--- config.mk ---
export PLATFORM = sky130hd
export DESIGN_NAME = tc_host
export DESIGN_NICKNAME = d
export VERILOG_FILES = /design/src/rtl/tc_host_pkg.sv /design/src/rtl/tc_irq_prio.sv /design/src/rtl/tc_host.sv
export SDC_FILE = /design/constraint.sdc
export NUM_CORES = 1
export LEC_CHECK = 0
export ABC_CLOCK_PERIOD_IN_PS = 2000
export BUFFER_PORTS_ARGS = -buffer_cell sky130_fd_sc_hd__buf_2
export CAP_MARGIN = 20
export CORE_UTILIZATION = 47
export CTS_CLUSTER_DIAMETER = 120
export CTS_CLUSTER_SIZE = 25
export DETAILED_ROUTE_END_ITERATION = 6
export GPL_ROUTABILITY_DRIVEN = 0
export PLACE_DENSITY = 0.76
export SLEW_MARGIN = 20
export SYNTH_ARGS = -nofsm -noshare
export SYNTH_HDL_FRONTEND = slang
export SYNTH_SLANG_ARGS = --single-unit
export TNS_END_PERCENT = 1
--- constraint.sdc ---
create_clock -name clk -period 2 [get_ports clk]
set_input_delay 0.4 -clock clk [delete_from_list [all_inputs] [get_ports clk]]
set_output_delay 0.4 -clock clk [all_outputs]
set_load 0.1 [all_outputs]
--- src/rtl/tc_host_pkg.sv ---
// Shared types and constants for the tc host: FSM states, tc register map,
// interrupt flag bit positions and the vector codes handed to the CPU.
package tc_host_pkg;

  // tc register map
  localparam logic [7:0] ADDR_TCCRA = 8'h24;
  localparam logic [7:0] ADDR_TCCRB = 8'h25;
  localparam logic [7:0] ADDR_TCNT  = 8'h26;
  localparam logic [7:0] ADDR_OCRA  = 8'h27;
  localparam logic [7:0] ADDR_OCRB  = 8'h28;
  localparam logic [7:0] ADDR_TIFR  = 8'h15;
  localparam logic [7:0] ADDR_TIMSK = 8'h6e;

  // Interrupt flag layout inside TIFR/TIMSK
  localparam int unsigned NUM_FLAGS = 3;
  localparam int unsigned TOV_BIT   = 0;
  localparam int unsigned OCFA_BIT  = 1;
  localparam int unsigned OCFB_BIT  = 2;

  // Vector codes presented on isr_vector
  localparam logic [1:0] VEC_OCFA = 2'd1;
  localparam logic [1:0] VEC_OCFB = 2'd2;
  localparam logic [1:0] VEC_TOV  = 2'd3;

  typedef enum logic [3:0] {
    IDLE,
    C_WR,
    C_RD,
    C_RDC,
    I_RDF,
    I_RDFC,
    I_RDM,
    I_RDMC,
    I_CLR,
    I_ISR,
    I_EXEC
  } state_t;

endpackage

--- src/rtl/tc_irq_prio.sv ---
// Fixed-priority select over pending interrupt flags (OCFA > OCFB > TOV).
// Produces the one-hot write-1-to-clear mask for the winner, its vector
// code, and a flag when nothing is pending.
module tc_irq_prio
  import tc_host_pkg::*;
#(
  parameter int unsigned FLAG_W = NUM_FLAGS
) (
  input  logic [FLAG_W-1:0] pending,
  output logic [FLAG_W-1:0] clr_mask,
  output logic [1:0]        vector,
  output logic              none
);

  // Pick the highest-priority pending flag
  always_comb begin
    clr_mask = '0;
    vector   = 2'd0;
    none     = 1'b0;
    if (pending[OCFA_BIT]) begin
      clr_mask[OCFA_BIT] = 1'b1;
      vector             = VEC_OCFA;
    end else if (pending[OCFB_BIT]) begin
      clr_mask[OCFB_BIT] = 1'b1;
      vector             = VEC_OCFB;
    end else if (pending[TOV_BIT]) begin
      clr_mask[TOV_BIT]  = 1'b1;
      vector             = VEC_TOV;
    end else begin
      none               = 1'b1;
    end
  end

endmodule

--- src/rtl/tc_host.sv ---
// Host-side initiator for the tc block. Turns single CPU register commands
// into tc bus cycles and services tc interrupts on its own: read TIFR and
// TIMSK, clear the winning flag, hand the vector to the CPU, then complete
// the interrupt_executed handshake.
//
// Handshakes: a command transfers in a cycle where cmd_valid and cmd_ready
// are both high; cmd_write/cmd_addr/cmd_wdata must be stable while cmd_valid
// is high. rsp_valid and isr_valid are single-cycle pulses with no
// back-pressure. isr_done is only looked at while a vector is outstanding.
module tc_host
  import tc_host_pkg::*;
#(
  parameter logic [7:0]  TIFR_ADDR  = ADDR_TIFR,
  parameter logic [7:0]  TIMSK_ADDR = ADDR_TIMSK,
  parameter int unsigned FLAG_W     = NUM_FLAGS
) (
  input  logic        clk,
  input  logic        rst,
  input  logic        cmd_valid,
  output logic        cmd_ready,
  input  logic        cmd_write,
  input  logic [7:0]  cmd_addr,
  input  logic [7:0]  cmd_wdata,
  output logic        rsp_valid,
  output logic [7:0]  rsp_rdata,
  input  logic        sreg_i,
  output logic        isr_valid,
  output logic [1:0]  isr_vector,
  input  logic        isr_done,
  output logic        write,
  output logic        read,
  output logic [7:0]  addr,
  output logic [7:0]  wdata,
  input  logic [7:0]  rdata,
  input  logic        interrupt_request,
  output logic        interrupt_executed,
  output logic        status_reg_interrupt_enable,
  output logic [15:0] irq_count,
  output logic [7:0]  spurious_count
);

  state_t              state;
  state_t              nxt;
  logic [7:0]          addr_q;
  logic [7:0]          wdata_q;
  logic [FLAG_W-1:0]   flags_q;
  logic [FLAG_W-1:0]   mask_q;
  logic [FLAG_W-1:0]   pending;
  logic [FLAG_W-1:0]   clr_mask;
  logic [1:0]          win_vector;
  logic                none;
  logic                irq_take;

  // interrupt_executed is only ever high in I_EXEC, so it is implicitly low here
  assign irq_take = (state == IDLE) && interrupt_request && status_reg_interrupt_enable;
  assign pending  = flags_q & mask_q;

  tc_irq_prio #(.FLAG_W(FLAG_W)) u_prio (
    .pending  (pending),
    .clr_mask (clr_mask),
    .vector   (win_vector),
    .none     (none)
  );

  // State register
  always_ff @(posedge clk or posedge rst) begin
    if (rst) state <= IDLE;
    else     state <= nxt;
  end

  // Next-state logic; the interrupt path wins over a simultaneous command
  always_comb begin
    nxt = state;
    case (state)
      IDLE: begin
        if (irq_take)       nxt = I_RDF;
        else if (cmd_valid) nxt = cmd_write ? C_WR : C_RD;
      end
      C_WR:    nxt = IDLE;
      C_RD:    nxt = C_RDC;
      C_RDC:   nxt = IDLE;
      I_RDF:   nxt = I_RDFC;
      I_RDFC:  nxt = I_RDM;
      I_RDM:   nxt = I_RDMC;
      I_RDMC:  nxt = I_CLR;
      I_CLR:   nxt = none ? I_EXEC : I_ISR;
      I_ISR:   if (isr_done) nxt = I_EXEC;
      I_EXEC:  if (!interrupt_request) nxt = IDLE;
      default: nxt = IDLE;
    endcase
  end

  // Bus strobes, command acceptance and handshake level decoded from state
  always_comb begin
    write              = 1'b0;
    read               = 1'b0;
    addr               = 8'h00;
    wdata              = 8'h00;
    cmd_ready          = 1'b0;
    interrupt_executed = 1'b0;
    case (state)
      IDLE:          cmd_ready = cmd_valid && !irq_take;
      C_WR: begin
        write = 1'b1;
        addr  = addr_q;
        wdata = wdata_q;
      end
      C_RD, C_RDC: begin
        read  = 1'b1;
        addr  = addr_q;
      end
      I_RDF, I_RDFC: begin
        read  = 1'b1;
        addr  = TIFR_ADDR;
      end
      I_RDM, I_RDMC: begin
        read  = 1'b1;
        addr  = TIMSK_ADDR;
      end
      I_CLR: begin
        if (!none) begin
          write = 1'b1;
          addr  = TIFR_ADDR;
          wdata = {{(8 - FLAG_W){1'b0}}, clr_mask};
        end
      end
      I_EXEC:        interrupt_executed = 1'b1;
      default: ;
    endcase
  end

  // Datapath: command latch, read capture, flag/mask capture, pulses, counters
  always_ff @(posedge clk or posedge rst) begin
    if (rst) begin
      addr_q                      <= 8'h00;
      wdata_q                     <= 8'h00;
      flags_q                     <= '0;
      mask_q                      <= '0;
      rsp_valid                   <= 1'b0;
      rsp_rdata                   <= 8'h00;
      isr_valid                   <= 1'b0;
      isr_vector                  <= 2'd0;
      irq_count                   <= 16'h0000;
      spurious_count              <= 8'h00;
      status_reg_interrupt_enable <= 1'b0;
    end else begin
      rsp_valid <= (state == C_RDC);
      isr_valid <= (state == I_CLR) && !none;
      if (cmd_ready) begin
        addr_q  <= cmd_addr;
        wdata_q <= cmd_wdata;
      end
      if (state == C_RDC)  rsp_rdata <= rdata;
      if (state == I_RDFC) flags_q   <= rdata[FLAG_W-1:0];
      if (state == I_RDMC) mask_q    <= rdata[FLAG_W-1:0];
      if (state == I_CLR) begin
        if (none) begin
          if (spurious_count != 8'hff) spurious_count <= spurious_count + 8'd1;
        end else begin
          isr_vector <= win_vector;
          if (irq_count != 16'hffff) irq_count <= irq_count + 16'd1;
        end
      end
      // Nested IRQs are masked while a vector is being serviced
      status_reg_interrupt_enable <= (nxt == I_ISR || nxt == I_EXEC) ? 1'b0 : sreg_i;
    end
  end

endmodule

==> results.toml, run 1 <==
[synth]
syn_nets = 300
ys_ff_latch = 63
synth_edf_count = 0
post_synth.cell_area_avg_um2 = 11.5
synth_ff_type = "dfrtp_1"
netlist_instances = 267
yosysTopAreaCellShare_pct = 51.3
async_flop_share_pct = 100
synth-warning-count = 0
synth.largest_area_cell = "dfrtp_1"
yosys-top-cells-area = "dfrtp_1 (51%), mux2_2 (7.7%), xor2_1 (5.1%)"
netlist_area_um2 = 3070
seq_area_frac_synth_pct = 51.3
ys_types = 46

[route]
routed_wl_um = 7530
drt-initial-drc-count = 71
via_per_inst = 5.44
drtPass1Iterations = 4
avgRoutedWirePerCell_um = 16.1
num_vias = 2536
drc = 0
drtAntennaViolNets = 0

[place]
dp.cells = 440
port_buffers = 87
dpl.hpwl_um = 5040

[cts]
clockBufferDepth = 2
cts_buffers = 9
clkSinkCount = 63
cts_tree = "done"
insertion_delay_ps = 340
clockRootBuffer = "clkbuf_8"
clkSlewWorstSetupHoldPaths_ps = 70
cts.htree.levels = 3

[die]
die-area_um2 = 6870
dieHeight_um = 82.9
io_pins = 88
start_util_pct = 48.7
fp.dieW_um = 82.9
core.rowCount = 29
core-area_um2 = 6310

[timing]
fmaxAchievable_ghz = 0.449
clock_skew_ps = 6.78
worstMarginPinSlew_ps = 493
finalCritPeriodShare_pct = 111
setup-violations-final = 13
period_minus_slack_ps = 2230
whs_ps = 268
setup_ws_ps = -228
hold_viol_final = 0
slew_headroom_pct = 67.4
slew_viol_final = 0
grt_setup_unrepaired = "true"

[final_layout]
drive_gt1_share_pct = 52.7
synthToLayoutAreaGrowth_pct = 49.3
seq_area_um2 = 1580
fill_cells = 443
final_util_pct = 72.7
final_nets = 417
fin_cells = 466
multi_input_area_um2 = 1600
n_antenna_cell = 0

[run]
cap_violations = 0

[setup_path]
path_buf_inv = 2
crit_path_end_kind = "output pin"
crit_fanout = 3
crit_chain = "a222oi_1 -> nand2b_4 -> inv_2 -> or2_4 -> buf_12"
reg2reg_setup_slack_ps = 70
crit_slowest_cell = "a222oi_1"
cp.arrival_ps = 1830
startpoint = "flags_q[2]"
required_ps = 1600
critPathTopFamily = "simple AND/OR/NAND/NOR gates"
reg2reg_from = "state[1]"
worstSetupPathType = "reg -> out"
start_kind = "flip-flop"
critical-path-max-stage-delay_ps = 430

[global_routing]
grt.overflow.total = 0
antenna_found_initial = 0
grtUsageTotal_pct = 22.8
grt_pass1_wl_um = 12600
grt_max_degree = 54
grt_pass1_vias = 2635

[status]
run_status = "finished with violations"
violations = "negative setup slack"

[min_path]
hold_start = "sreg_i"
worstHoldPathType = "in -> reg"
-- cell type report --
cell class | count | area share, %
clock buffers | 9 | 2.70
clock inverters | 7 | 3.16
inverters | 7 | 0.654
multi-input cells | 187 | 34.9
flip-flops and latches | 63 | 34.5
well taps | 77 | 2.10
repair buffers | 116 | 22.0
-- through the flow --
stage	instance area, um^2	TNS (ps)	setup WS, ps
6_report	4590	-1910	-228
5_1_grt	4590	-2890	-298
4_1_cts	4490	-2620	-227
3_5_place_dp	4070	0	56.5
3_3_place_gp	4070	0	91.5
2_1_floorplan	3120	-8920	-415
-- cells in the mapped netlist (2+ instances only) --
cell type and number:
a2111oi_2 6, a211oi_1 5, a21o_1 3, a21oi_1 7
and2_1 5, and3_1 5, and4_1 2, buf_2 3
clkbuf_1 5, dfrtp_1 63, ha_1 2, inv_1 6
mux2_1 11, mux2_2 21, nand2_1 17, nand2b_1 5
nand3_1 15, nand4_1 5, nor2_1 21, nor3_1 4
nor3b_1 2, nor4_1 2, nor4b_2 2, o21ai_0 8
xnor2_1 4, xor2_1 18
-- cell families (layout without fill, tap and decap cells) --
kind of cell / after synthesis / after routing / share of synthesized area (%)
AND/OR/NAND/NOR: 95 / 95 / 18.0
XOR/XNOR: 22 / 22 / 6.27
buffers and inverters: 17 / 139 / 2.56
flip-flops: 63 / 63 / 51.3
multiplexers: 32 / 32 / 11.7
AO/OA/AOI/OAI: 36 / 36 / 9.28
adder cells (fa/ha/maj): 2 / 2 / 0.814
-- state kept, by name, indices dropped and copies added, names as in the netlist --
register,flops
addr_q,8
flags_q,3
irq_count,16
isr_valid,1
isr_vector,2
mask_q,3
rsp_rdata,8
rsp_valid,1
spurious_count,8
state,4
status_reg_interrupt_enable,1
wdata_q,8
-- cells in the final DEF (no fill, tap or decap), drive strengths merged, types with 2 or more instances in the layout --
cell | Yosys | routed
buf | 5 | 115
dfrtp | 63 | 63
mux2 | 32 | 32
nor2 | 21 | 21
xor2 | 18 | 18
nand2 | 17 | 17
nand3 | 15 | 15
clkbuf | 5 | 9
o21ai | 8 | 8
a21oi | 7 | 7
nand4 | 6 | 6
a2111oi | 6 | 6
inv | 7 | 6
a211oi | 5 | 5
and2 | 5 | 5
and3 | 5 | 5
nor3 | 5 | 5
nand2b | 5 | 5
xnor2 | 4 | 4
bufinv | 0 | 4
a21o | 3 | 3
nor4b | 3 | 3
clkinvlp | 0 | 2
nor4 | 2 | 2
and4 | 2 | 2
or2 | 2 | 2
ha | 2 | 2
clkinv | 0 | 2
nor3b | 2 | 2
nand4b | 2 | 2
-- path summary, 6_finish.rpt --
path                                                to  depth (start not counted)
setup / recovery                                 write                          5
hold / removal             status_reg_interrupt_enable                          2
setup reg to reg                         irq_count[13]                          6
hold reg to reg                              addr_q[6]                          1
max in group asynchronous                     state[1]                          4
min in group asynchronous            spurious_count[4]                          3
-- worst register-to-register path, stage by stage, from the launching register on --
cell and delay (ps):
dfrtp_2 450, nor4b_4 330, buf_4 180, buf_4 110, nand4b_4 180, a2111oi_2 430, xor2_1 190
-- layer usage --
layer  share of wire [%]  global-route usage, %  wire [um]  vias to the layer above
met1                  41                   27.8       3080                     1246
met4                 1.5                   7.84        113                        0
met5                   0                      0          0                        -
met2                  51                   38.8       3870                       84
li1                    -                      -          -                     1193
met3                 6.2                   6.26        465                       13
-- timing repair --
action                                  CTS  global route
endpoints found under the setup margin   19            19
hold buffers                              1             0
gates cloned                              1             0
buffers inserted                          6             2
endpoints found under the hold margin    10             0
pin swaps                                15             8
gates resized for setup                  28            17
Power of run 1 is left out: the tool's default activity adds up to more than one toggle a clock period on the data nets, which glitch-free logic cannot reach.
==> run 2, diff against run 1 <==
- ABC_CLOCK_PERIOD_IN_PS: 2000 -> 1800
- clock period: 2 -> 1.8 ns (I/O delays scaled with it)
==> results.toml, run 2 (synthesis gave the netlist of run 1 again) <==
[route]
drc = 0
via_per_inst = 5.48
top_layer = "met4"
avgRoutedWirePerCell_um = 15.9
wl_met2_um = 3850
num_vias = 2623
met1_length_um = 3120
drtAntennaViolNets = 0
routed_wl_um = 7590
drtPass1Iterations = 4
met3_wirelength_um = 447
drt-initial-drc-count = 71

[final_layout]
largest_reg_flops = 16
synthToLayoutAreaGrowth_pct = 53.1
n_antenna_cell = 0
final_util_pct = 74.5
drive_gt1_share_pct = 60.0
final_nets = 430
mostFrequentLayoutCell = "buf_2"
largest-register = "irq_count"
mostFrequentLayoutCells = "buf_2 (67), dfrtp_1 (41), buf_4 (35)"

[die]
io_pins = 88
core-area_um2 = 6310
core.rowCount = 29
fp.dieW_um = 82.9
start_util_pct = 48.7
die-area_um2 = 6870
dieHeight_um = 82.9

[cts]
cts.htree.levels = 3
cts_hold_buf = 0
insertion_delay_ps = 340
cts_tree = "done"
clockRootBuffer = "clkbuf_8"
clkSlewWorstSetupHoldPaths_ps = 80
clkSinkCount = 63
cts_buffers = 9
clockBufferDepth = 2

[timing]
setup_ws_ps = -387
slew_viol_final = 0
setup-violations-final = 24
period_minus_slack_ps = 2190
fin_tns_setup_ps = -5240
fmaxAchievable_ghz = 0.457
clock_skew_ps = 11.9
hold_viol_final = 0
worstMarginPinSlew_ps = 505
grt_setup_unrepaired = "true"
slew_headroom_pct = 66.6
finalCritPeriodShare_pct = 121

[setup_path]
cp.arrival_ps = 1830
reg2reg_setup_slack_ps = -110
worstSetupPathType = "reg -> out"
required_ps = 1440
reg2reg_from = "state[1]"
crit_path_end_kind = "output pin"
crit_fanout = 3
r2r-end = "irq_count[13]"
reg2reg_depth = 6
startpoint = "flags_q[2]"
start_kind = "flip-flop"
critical_path.endpoint = "write"

[status]
violations = "negative setup slack"
run_status = "finished with violations"

[place]
port_buffers = 87
pre_cts_ws_ps = -63.7
dpl.hpwl_um = 5360

[global_routing]
grt_pass1_wl_um = 12700
grt.overflow.total = 0
grt_pass1_vias = 2737
antenna_found_initial = 0
grt_max_degree = 64
grtUsageTotal_pct = 23.1

[run]
cap_violations = 0

[min_path]
worstHoldPathType = "in -> async"
## run 2: worst max-delay path, stage by stage (launching register included)
cell      delay (ps)
dfrtp_1          380
a222oi_1         430
nand2b_4         230
inv_2             40
or2_4            230
buf_12           170
## run 2: worst min-delay path by stage
stage,to,start,slack (ps)
floorplan,wdata_q[3],wdata_q[3],460
global placement,isr_valid,rst,470
detailed placement,isr_valid,rst,480
CTS,spurious_count[5],rst,100
global route,spurious_count[4],rst,120
finish,spurious_count[4],rst,100
## run 2: what timing repair did
action,in CTS,in global routing
setup buffers,2,1
gates resized for setup,16,19
pin swaps,4,6
endpoints found under the setup margin,22,33
hold endpoints to repair,0,0
## run 2: cell type report
class | count | area (um^2)
clock buffer | 9 | 124
clock inverter | 7 | 72.6
fill | 429 | 1610
inverter | 7 | 36.3
multi-input combinational | 187 | 1660
sequential | 63 | 1600
tap | 77 | 96.3
timing repair buffer | 129 | 1110
## run 2: routing by layer
layer  up-vias  global-route usage [%]
li1       1222                       -
met1      1298                    27.4
met2        83                    39.5
met3        20                    6.46
met4         0                    9.40
met5         -                       0
## run 2: metrics by stage
step | hold WS (ps) | cell area (um^2) | std cells
floorplan | 456 | 3250 | 267
global placement | 465 | 4350 | 460
detailed placement | 476 | 4350 | 460
CTS | 99.8 | 4630 | 478
global route | 125 | 4700 | 479
finish | 103 | 4700 | 479
Power of run 2 is left out for the same reason.
==> run 3, diff against run 2 <==
- ABC_CLOCK_PERIOD_IN_PS: 1800 -> 2700
- CORE_UTILIZATION: 47 -> 50
- GPL_ROUTABILITY_DRIVEN: 0 -> not set
- PLACE_DENSITY: 0.76 -> 0.77
- clock period: 1.8 -> 2.7 ns (I/O delays scaled with it)
==> results.toml, run 3 (synthesis gave the netlist of run 1 again) <==
[final_layout]
n_antenna_cell = 0
largest_reg_flops = 16
mostFrequentLayoutCells = "buf_2 (74), dfrtp_1 (63), nor2_1 (21), mux2_2 (21), xor2_1 (18)"
mostFrequentLayoutCell = "buf_2"
seq_area_um2 = 1580
multi_input_area_um2 = 1420
synthToLayoutAreaGrowth_pct = 32.0
postLayoutCellArea_um2 = 4060
fill_cells = 458
fin_cells = 442
largest-register = "irq_count"
final_nets = 395
drive_gt1_share_pct = 39.8

[setup_path]
worstSetupPathType = "reg -> out"
reg2reg_from = "state[3]"
crit_fanout = 16
crit_chain = "or4b_1 -> nor2_1 -> a21o_1 -> buf_12"
path_buf_inv = 1
crit_path_end_kind = "output pin"
critical-path-max-stage-delay_ps = 610
cp.arrival_ps = 2020
crit_slowest_cell = "or4b_1"
reg2reg_setup_slack_ps = 690
r2r-end = "spurious_count[1]"
cp_num_cells = 4
start_kind = "flip-flop"
critPathTopFamily = "simple AND/OR/NAND/NOR gates"
required_ps = 2160
startpoint = "state[1]"
critical_path.endpoint = "wdata[1]"
reg2reg_depth = 5

[global_routing]
grt_pass1_vias = 2372
grtUsageTotal_pct = 22.6
antenna_found_initial = 0
grt.overflow.total = 0
grt_max_degree = 36
grt_pass1_wl_um = 11000

[cts]
insertion_delay_ps = 340
clockBufferDepth = 2
clockRootBuffer = "clkbuf_8"
cts.htree.levels = 3
cts_buffers = 9
clkSinkCount = 63
cts_hold_buf = 0
post_cts_buffers = 0
cts_resized = 0
cts_tree = "done"
clkSlewWorstSetupHoldPaths_ps = 70

[timing]
setup-violations-final = 0
slew_headroom_pct = 57.8
hold_viol_final = 0
slew_viol_final = 0
finalCritPeriodShare_pct = 94.7
worstMarginPinSlew_ps = 632
period_minus_slack_ps = 2560
grt_setup_unrepaired = "false"
fmaxAchievable_ghz = 0.391
setup_ws_ps = 144
clock_skew_ps = 5.51

[route]
num_vias = 2374
drc = 0
routed_wl_um = 6640
drtPass1Iterations = 4
avgRoutedWirePerCell_um = 15.0
via_per_inst = 5.37
drt-initial-drc-count = 94
drtAntennaViolNets = 0

[die]
core-area_um2 = 5920
core.rowCount = 28
dieHeight_um = 80.4
io_pins = 88
die-area_um2 = 6460
fp.dieW_um = 80.4
start_util_pct = 51.9

[place]
routabilityCongestion = 0.800
pre_cts_ws_ps = 504
postPlaceCellArea_um2 = 3810
dpl.hpwl_um = 4850
dp.cells = 426
port_buffers = 87

[status]
run_status = "finished, final reports clean"

[run]
cap_violations = 0

[min_path]
worstHoldPathType = "in -> async"
==> run 3: changes by cell type in the layout (fill, tap and decap cells not counted), sizes merged <==
cell,previous run,this run
buf,129,94
bufinv,1,2
clkbuf,9,14
clkinv,3,0
clkinvlp,4,0
inv,6,7
==> run 3: final cells by class <==
| class | count | share of cell area, % |
|---|---|---|
| Timing Repair Buffer | 94 | 17.1 |
| Sequential cell | 63 | 38.9 |
| Inverter | 7 | 0.648 |
| Multi-Input combinational cell | 187 | 35.1 |
| Tap cell | 75 | 2.31 |
| Clock inverter | 2 | 1.48 |
| Clock buffer | 14 | 4.50 |
==> run 3: per-stage QoR <==
| stage | hold slack, ps | util (%) | setup TNS (ps) |
|---|---|---|---|
| global placement | 466 | 64.4 | 0 |
| global route | 328 | 68.5 | 0 |
| finish | 283 | 68.5 | 0 |
| detailed placement | 473 | 64.4 | 0 |
| floorplan | 456 | - | -1470 |
| CTS | 286 | 68.5 | 0 |
==> run 3: worst register-to-register path: cells and delay by family (launching register included) <==
| kind | cells | cell delay (ps) |
|---|---|---|
| buffers and inverters | 1 | 180 |
| muxes | 1 | 350 |
| DFF | 1 | 590 |
| and+or+nand+nor | 3 | 780 |
==> run 3: worst min path at each step <==
stage	startpoint	end	slack (ps)	cells past startpoint
after floorplan	wdata_q[3]	wdata_q[3]	460	1
after global placement	isr_vector[0]	isr_vector[0]	470	1
after detailed placement	wdata_q[3]	wdata_q[3]	470	1
after CTS	rst	irq_count[14]	290	2
after global routing	rst	irq_count[13]	330	2
final	rst	irq_count[0]	280	2
==> run 3: routing by layer <==
layer	share of wire [%]	track usage, %	vias up
met5	0	0	-
met4	1.2	8.57	0
met3	7.4	8.64	8
met2	48	36.8	75
met1	44	26.9	1145
li1	-	-	1146
Power of run 3 is left out for the same reason.
